### config.mk
export PLATFORM = sky130hd
export DESIGN_NAME = ctrl_tx
export DESIGN_NICKNAME = d
export VERILOG_FILES = /design/src/rtl/ctrl_tx.sv
export SDC_FILE = /design/constraint.sdc
export NUM_CORES = 1
export LEC_CHECK = 0
export CAP_MARGIN = 30
export CORE_ASPECT_RATIO = 1.25
export CORE_MARGIN = 2
export CORE_UTILIZATION = 55
export CTS_BUF_LIST = sky130_fd_sc_hd__clkbuf_8 sky130_fd_sc_hd__clkbuf_16
export DETAILED_ROUTE_END_ITERATION = 16
export PLACE_DENSITY = 0.81
export SLEW_MARGIN = 25
export SYNTH_ARGS = -nofsm -noshare
export SYNTH_HDL_FRONTEND = slang
export SYNTH_SLANG_ARGS = --single-unit
export TNS_END_PERCENT = 100
### constraint.sdc
create_clock -name clk_i -period 7.2 [get_ports clk_i]
set_input_delay 1.8 -clock clk_i [delete_from_list [all_inputs] [get_ports clk_i]]
set_output_delay 1.8 -clock clk_i [all_outputs]
set_load 0.02 [all_outputs]
### src/rtl/ctrl_tx.sv
// ctrl_tx: serial control-word transmitter for the 2-wire control link.
// Sends one {val, idx} frame per shadow bit that differs from ctrl_i.
module ctrl_tx #(
  parameter int DIV   = 4,
  parameter int IDX_W = 4
) (
  input  logic                 clk_i,
  input  logic                 rst_i,
  input  logic [2**IDX_W-1:0]  ctrl_i,
  input  logic                 force_i,
  output logic                 ctrl_clk_o,
  output logic                 ctrl_data_o,
  output logic                 busy_o,
  output logic [2**IDX_W-1:0]  shadow_o,
  output logic [15:0]          frame_cnt_o
);

  localparam int NBIT = 2**IDX_W;
  localparam logic [7:0] PH_LAST = 8'(DIV - 1);

  typedef enum logic [2:0] {
    S_IDLE,
    S_START,
    S_BIT_LO,
    S_BIT_HI,
    S_STOP_LO,
    S_STOP_HI,
    S_GAP
  } state_t;

  state_t            state_q;
  logic [7:0]        phase_q;
  logic [2:0]        bit_q;
  logic [IDX_W-1:0]  idx_q;
  logic              val_q;
  logic [NBIT-1:0]   force_mask_q;
  logic              force_pend_q;

  logic [NBIT-1:0]   dirty;
  logic [IDX_W-1:0]  low_idx;
  logic [IDX_W:0]    word;
  logic              ph_last;

  assign word    = {val_q, idx_q};
  assign ph_last = (phase_q == PH_LAST);

  // Dirty bits and the lowest dirty index (descending scan, lowest wins).
  always_comb begin
    dirty   = (ctrl_i ^ shadow_o) | force_mask_q | {NBIT{force_pend_q}};
    low_idx = '0;
    for (int i = NBIT - 1; i >= 0; i--) begin
      if (dirty[i]) low_idx = IDX_W'(i);
    end
  end

  // Frame sequencer; line levels are registered alongside the state.
  // Data moves one cycle into each LO phase so clk and data never
  // toggle together.
  always_ff @(posedge clk_i) begin
    if (rst_i) begin
      state_q      <= S_IDLE;
      phase_q      <= '0;
      bit_q        <= '0;
      idx_q        <= '0;
      val_q        <= 1'b0;
      force_mask_q <= '0;
      force_pend_q <= 1'b0;
      ctrl_clk_o   <= 1'b1;
      ctrl_data_o  <= 1'b1;
      busy_o       <= 1'b0;
      shadow_o     <= '0;
      frame_cnt_o  <= '0;
    end else begin
      force_pend_q <= force_pend_q | force_i;
      if (ph_last) phase_q <= '0;
      else         phase_q <= phase_q + 8'd1;
      unique case (state_q)
        S_IDLE: begin
          phase_q      <= '0;
          force_mask_q <= force_mask_q | {NBIT{force_pend_q}};
          force_pend_q <= force_i;
          if (|dirty) begin
            idx_q       <= low_idx;
            val_q       <= ctrl_i[low_idx];
            state_q     <= S_START;
            busy_o      <= 1'b1;
            ctrl_data_o <= 1'b0;
          end
        end
        S_START: begin
          if (ph_last) begin
            state_q    <= S_BIT_LO;
            bit_q      <= '0;
            ctrl_clk_o <= 1'b0;
          end
        end
        S_BIT_LO: begin
          if (phase_q == '0) ctrl_data_o <= word[bit_q];
          if (ph_last) begin
            state_q    <= S_BIT_HI;
            ctrl_clk_o <= 1'b1;
          end
        end
        S_BIT_HI: begin
          if (ph_last) begin
            ctrl_clk_o <= 1'b0;
            if (bit_q == 3'd4) begin
              state_q <= S_STOP_LO;
            end else begin
              bit_q   <= bit_q + 3'd1;
              state_q <= S_BIT_LO;
            end
          end
        end
        S_STOP_LO: begin
          if (phase_q == '0) ctrl_data_o <= 1'b0;
          if (ph_last) begin
            state_q    <= S_STOP_HI;
            ctrl_clk_o <= 1'b1;
          end
        end
        S_STOP_HI: begin
          if (ph_last) begin
            shadow_o[idx_q]     <= val_q;
            force_mask_q[idx_q] <= 1'b0;
            frame_cnt_o         <= frame_cnt_o + 16'd1;
            state_q             <= S_GAP;
            ctrl_data_o         <= 1'b1;
          end
        end
        S_GAP: begin
          if (ph_last) begin
            state_q <= S_IDLE;
            busy_o  <= 1'b0;
          end
        end
        default: state_q <= S_IDLE;
      endcase
    end
  end

endmodule

==> summary.txt, run 1 <==
STA
  – Post-route minimum period: roughly 4.1 ns
  – Clock tree skew after final layout: 0.00936 ns
  – Setup TNS: 0 ns
  – Unrepaired setup endpoints after global routing: no
  – Relative slew margins: roughly 44%
  – Part of the cycle the worst path needs: 57.5%
  – Max Freq: 242 MHz
  – Worst-Margin Slew: 0.836 ns
  – Number of failing hold endpoints at the final stage: 0
  – Final slew viol count: 0
  – Count of endpoints failing setup in the final report: 0

CTS
  – CTS Sinks: 71
  – Number of buffers between clock root and the deepest sink: 2
  – Root Buffer: clkbuf_8
  – Cts-stage hold buffer count: 0
  – Cts repair resizes: 0
  – Clock-pin slew reported for the worst setup and hold paths after clock tree synthesis: ~0.080 ns
  – Num CTS Buffers: 9
  – Postcts setup bufs: 0
  – Insertion delay of the later-clocked pin in the worst-skew pair: 0.35 ns
  – TritonCTS clock tree: yes
  – H-tree levels: 3

Final layout
  – Final Instance Area: 0.00447 mm2
  – Count of antenna diodes in the layout: 0
  – Signed area change from the synthesized netlist to the final layout: 22.7%
  – Utilization after layout: 69.0%
  – Fraction of layout instances using a drive strength above 1: 6.02%
  – Count of nets after finishing: 517

Critical path
  – Highest net fanout along the worst path: 6
  – CP arrival: 4.44 ns
  – Beginning of the critical path: ctrl_i[5]
  – Path type of the worst setup path: in -> reg
  – Crit path required time: approximately 7.5 ns
  – Reg2reg start: force_pend_q
  – Critical path capture point type: flop
  – Startpoint type of the worst setup path: primary input

Logic synthesis
  – Cell taking the most area after synthesis: dfxtp_1
  – Cell count after synthesis: roughly 450
  – Average footprint of a synthesized cell: approximately 8.1 um2
  – Sequential fraction of the synthesis area: 39.0%
  – Share of async-settable or async-resettable flops after synthesis: 0%
  – Synth Cell Area: 0.00364 mm2
  – Cell with the most instances after synthesis: dfxtp_1
  – Most used DFF post-synth: dfxtp_1
  – Most numerous cell types in the synthesized netlist: dfxtp_1, nor2_1, nand2_1
  – Number of enable-type register cells in the synthesized netlist: 0
  – Count of state elements after synthesis: 71
  – Yosys warning count: 0
  – Post-Synthesis Net Count: 473
  – Top-area cell type share of the netlist area: 39.0%
  – Largest cells by area after synthesis: dfxtp_1, xor2_1, nor2_1
  – Synth unique cells: 60

Status
  – Outcome: complete, no violations

Drt
  – Drt drc: 0
  – Routed via count divided by cell count: 5.85
  – Average wire per standard cell: 15.9 um
  – Routed Antenna Nets: 0
  – Detailed Route Iter0 Violations: ~190
  – Vias: 3422
  – Pre-Repair DR Iteration Count: 5
  – Detailed Route WL: 9.30 mm

Pwr
  – Power share of the clock group: 43.9%
  – Switching power total: about 210 uW
  – Fraction of power consumed by sequential logic: a little under half
  – P per Cell Area: 199 mW/mm2
  – Worst IR drop on VDD: 0.129 mV
  – Combinational power share: 9.3%
  – Switching fraction of total power: a little under a quarter
  – Internal power consumption: 678 uW
  – Leakage power: 0.00161 uW

Global route
  – Total GRT Usage: 26.0%
  – Initial antenna violation count: 0
  – Overall overflow remaining after global route: 0
  – Vias in the first global route: 3225
  – Wire length of the first global-routing pass: 15.1 mm
  – Maximum number of pins on one net before global-route repair: 36

Floorplan
  – Die ar.: 0.00730 mm2
  – Die height: 95.0 um
  – Std-Cell Rows: 33
  – Core box area: 0.00648 mm2
  – Initial core utilization: 56.2%
  – Chip Width: 76.8 um
  – # IOs: 54

Worst hold path
  – Class of the most critical hold timing path: reg -> reg
  – Startpoint of the most critical hold path: phase_q[0]

Job
  – Number of maximum-capacitance violations: 0

Place
  – Final HPWL DP: 6.67 mm
  – Placed standard-cell area: roughly 0.0042 mm2
  – RePlAce Congestion: 0.857
  – Count of input and output buffers: 53
registers in the layout (all words and copies together) (netlist names):
name,count
busy_o,1
state_q,3
force_pend_q,1
idx_q,4
ctrl_clk_o,1
force_mask_q,16
frame_cnt_o,16
bit_q,3
ctrl_data_o,1
val_q,1
phase_q,8
shadow_o,16
metal layers:
| layer | routed length [um] | track usage, % | part of all wire (%) |
|---|---|---|---|
| met3 | 389 | 4.55 | 4.2 |
| met4 | 333 | 12.7 | 3.6 |
| met1 | 3790 | 29.5 | 41 |
| met2 | 4790 | 47.4 | 51 |
| met5 | 0 | 0 | 0 |
cells by family after synthesis:
family	synth area share, %
fa+ha+maj	1.99
flops	39.0
compound gates	14.0
buf+inv	3.06
xor+xnor	7.93
mux	4.46
simple gates	29.5
layout by cell type (no fill, tap or decap), drive strengths merged, types with 3 or more instances in the layout:
cell	Yosys	final
a211oi	5	5
a21oi	40	40
a311oi	3	3
and2	3	3
and3	6	6
buf	4	4
bufinv	0	3
clkbuf	19	10
clkdlybuf4s50	0	52
dfxtp	71	71
ha	5	5
inv	6	6
mux2i	14	14
nand2	53	53
nand2b	11	11
nand3	26	26
nand4	7	7
nand4b	3	3
nor2	57	57
nor3	11	11
nor3b	3	3
nor4	6	6
o21ai	13	13
or2	5	5
or3	10	10
or4	3	3
xnor2	6	6
xor2	27	27
final cells by class:
type	count	area (um2)
inverter	6	22.5
clock buffer	10	138
sequential	71	1420
clock inverter	6	108
tap	87	109
timing repair buffer	56	561
fill	546	2010
multi-input combinational	349	2110
path summary, 6_finish.rpt:
kind	end	slack [ns]	cells after the start
max	val_q	3.06	9
min reg2reg	phase_q[0]	0.47	1
min	phase_q[0]	0.47	1
max reg2reg	val_q	4.21	8
power by group through the flow:
stage	logic (uW)	registers [uW]	clock network, uW
floorplan	56.2	419	0
detailed placement	81.4	426	0
global route	90.3	419	413
finish	83.1	417	392
global placement	78.4	425	0
CTS	82.5	417	395
critical path, stage by stage:
cell and delay, ns:
clkdlybuf4s50_1 0.45, xor2_1 0.18, or4_1 0.56, or4_4 0.45, o211ai_4 0.25, nand2_4 0.13
mux2i_1 0.14, a221oi_1 0.29, o211a_1 0.19
per-stage QoR:
step / power (uW) / hold WS [ns] / cells / setup WS, ns
after global routing: 922 / 0.478 / 585 / 2.93
after detailed placement: 507 / 0.450 / 569 / 2.72
after CTS: 894 / 0.464 / 585 / 3.08
final: 892 / 0.465 / 585 / 3.06
after global placement: 504 / 0.439 / 568 / 2.79
after floorplan: 475 / 0.430 / 449 / 3.35
Note: power is estimated with default switching activity, not from simulation.
==> run 2, diff against run 1 <==
CORE_UTILIZATION = 49   (was 55)
PLACE_DENSITY = 0.76   (was 0.81)
clock period = 3.8 ns   (was 7.2 ns; I/O delays follow)
==> run 2 against run 1 <==
  * Total power up 73%
  * Non-clock buffer count up 2
  * Global-route usage down 2.2 points
  * Largest power group unchanged
  * Critical endpoint unchanged
  * First-iteration DRC count down 8.6%
==> summary.txt, run 2 (same netlist as run 1, synthesis figures left out) <==
Global route
  – Maximum number of pins on one net before global-route repair: 37 (+2.8%)
  – Total GRT Usage: 23.8% (-2.2 points)
  – Overall overflow remaining after global route: 0 (unchanged)
  – Vias in the first global route: 3308 (+2.6%)
  – Initial antenna violation count: 0 (unchanged)
  – Wire length of the first global-routing pass: 15.1 mm (+0.50%)

STA
  – Relative slew margins: 41.3% (-2.8 points)
  – Final slew viol count: 0 (unchanged)
  – Clock tree skew after final layout: 0.00931 ns (-0.0000537 ns)
  – Part of the cycle the worst path needs: between 80% and 90%
  – Worst-Margin Slew: 0.878 ns (+0.0425 ns)
  – Post-route minimum period: between 3 and 4 ns
  – Max Freq: 305 MHz
  – Minimum setup slack in the final design: 0.519 ns (-2.55 ns)
  – Unrepaired setup endpoints after global routing: no
  – Setup TNS: 0 ns (unchanged)
  – Number of failing hold endpoints at the final stage: 0 (unchanged)
  – Count of endpoints failing setup in the final report: 0 (unchanged)

Floorplan
  – # IOs: 54 (unchanged)
  – Chip Width: 81.1 um (+5.6%)
  – Initial core utilization: 49.8% (-6.4 points)
  – Std-Cell Rows: 35 (+6.1%)
  – Die ar.: 0.00815 mm2 (+12%)
  – Die height: 100 um (+5.7%)
  – Core box area: 0.00731 mm2 (+13%)

Critical path
  – Path type of the worst setup path: in -> reg
  – Family with the most delay on the worst path: simple AND/OR/NAND/NOR gates
  – Crit path required time: 4.03 ns (-3.47 ns)
  – Critical Path Most Common Cell: or3_1
  – Critical path cell sequence: clkdlybuf4s50_1 -> xor2_1 -> or3_1 -> or3_1 -> or3b_1 -> nor3_1 -> nor4bb_1 -> a221oi_1 -> o211a_1
  – Highest net fanout along the worst path: 7 (+1)
  – Library cell contributing the largest single delay on the critical path: or3b_1
  – Total buffers and inverters traversed by the critical path: 1 (unchanged)
  – Longest individual stage delay on the worst path: 0.50 ns (-0.06 ns)
  – Critical path capture point type: flop
  – CP arrival: 3.52 ns (-0.92 ns)
  – Startpoint type of the worst setup path: primary input

CTS
  – Num CTS Buffers: 9 (unchanged)
  – Postcts setup bufs: 0 (unchanged)
  – Cts repair resizes: 0 (unchanged)
  – Root Buffer: clkbuf_8
  – TritonCTS clock tree: yes
  – Insertion delay of the later-clocked pin in the worst-skew pair: 0.34 ns (about the same)
  – Cts-stage hold buffer count: 0 (unchanged)
  – CTS Sinks: 71 (unchanged)
  – Number of buffers between clock root and the deepest sink: 2 (unchanged)
  – Clock-pin slew reported for the worst setup and hold paths after clock tree synthesis: 0.07 ns (about the same)
  – H-tree levels: 3 (unchanged)

Final layout
  – Filler Cells Inserted: 675 (+24%)
  – Fraction of layout instances using a drive strength above 1: 6.40% (+0.38 points)
  – Count of nets after finishing: 519 (+0.39%)
  – Top library cells by usage in the layout, fill and taps aside: dfxtp_1, nor2_1, nand2_1, clkdlybuf4s50_1, a21oi_1
  – Count of antenna diodes in the layout: 0 (unchanged)
  – Signed area change from the synthesized netlist to the final layout: 21.6%
  – Biggest registers after layout: force_mask_q x16, frame_cnt_o x16, shadow_o x16
  – Final Instance Area: 0.00443 mm2 (-0.87%)
  – Utilization after layout: 60.6% (-8.4 points)
  – Most common cell after layout, fill and taps aside: dfxtp_1

Drt
  – Detailed Route WL: 9.17 mm (-1.3%)
  – Vias: 3392 (-0.88%)
  – Routed via count divided by cell count: 5.73 (-2.0%)
  – Drt drc: 0 (unchanged)
  – Average wire per standard cell: 15.5 um (-2.5%)
  – Pre-Repair DR Iteration Count: 4 (-1)
  – Detailed Route Iter0 Violations: 171 (-8.6%)
  – Routed Antenna Nets: 0 (unchanged)

Place
  – RePlAce Congestion: 0.856 (about the same)
  – Placed standard-cell area: 0.00423 mm2 (+0.21%)
  – Count of input and output buffers: 53 (unchanged)
  – Dpl ws: 0.212 ns (-2.51 ns)
  – Final HPWL DP: 6.53 mm (-2.1%)

Pwr
  – Leakage power: 0.00159 uW (-1.1%)
  – Worst IR drop on VDD: 0.323 mV (+150%)
  – Pwr Total: 1550 uW (+73%)
  – P per Cell Area: 349 mW/mm2 (+75%)

Worst hold path
  – Class of the most critical hold timing path: reg -> reg

Status
  – Outcome: complete, no violations

Job
  – Number of maximum-capacitance violations: 0 (unchanged)
[run 2: cell types whose count changed in the layout (fill, tap and decap cells not counted), sizes merged]
cell	previous run	this run
bufinv	3	1
clkinv	2	3
buf	4	6
clkinvlp	1	2
[run 2: final timing paths]
| path | startpoint | to | slack (ns) | cells past startpoint |
|---|---|---|---|---|
| min reg2reg | force_mask_q[7] | force_mask_q[7] | 0.45 | 2 |
| max reg2reg | force_pend_q | val_q | 0.83 | 8 |
| max | ctrl_i[4] | val_q | 0.52 | 9 |
| min | force_mask_q[7] | force_mask_q[7] | 0.45 | 2 |
[run 2: metal layers]
metal / wire length (um) / track usage [%]
met1: 3940 / 28.7
met2: 4670 / 41.5
met3: 327 / 3.60
met4: 238 / 10.3
met5: 0 / 0
[run 2: tightest hold or removal path, stage by stage (launching register included)]
cell and delay (ns):
dfxtp_1 0.31, nand2_1 0.05, a21oi_1 0.05
[run 2: where the power goes]
part / total, uW / switching [uW] / internal (uW)
Combinational: 157 / 86.1 / 70.5
Clock: 601 / 284 / 317
Sequential: 789 / 25.9 / 763
[run 2: cell type report]
| type | instances | area [um2] | area share, % |
|---|---|---|---|
| Clock buffer | 10 | 138 | 3.11 |
| Sequential cell | 71 | 1420 | 32.1 |
| Clock inverter | 6 | 60.1 | 1.36 |
| Tap cell | 92 | 115 | 2.60 |
| Multi-Input combinational cell | 349 | 2110 | 47.7 |
| Inverter | 6 | 22.5 | 0.508 |
| Timing Repair Buffer | 58 | 563 | 12.7 |
[run 2: per-stage QoR]
stage | std cells | hold WS, ns
floorplan | 449 | 0.430
global placement | 576 | 0.441
detailed placement | 576 | 0.446
CTS | 592 | 0.456
global route | 592 | 0.492
finish | 592 | 0.452
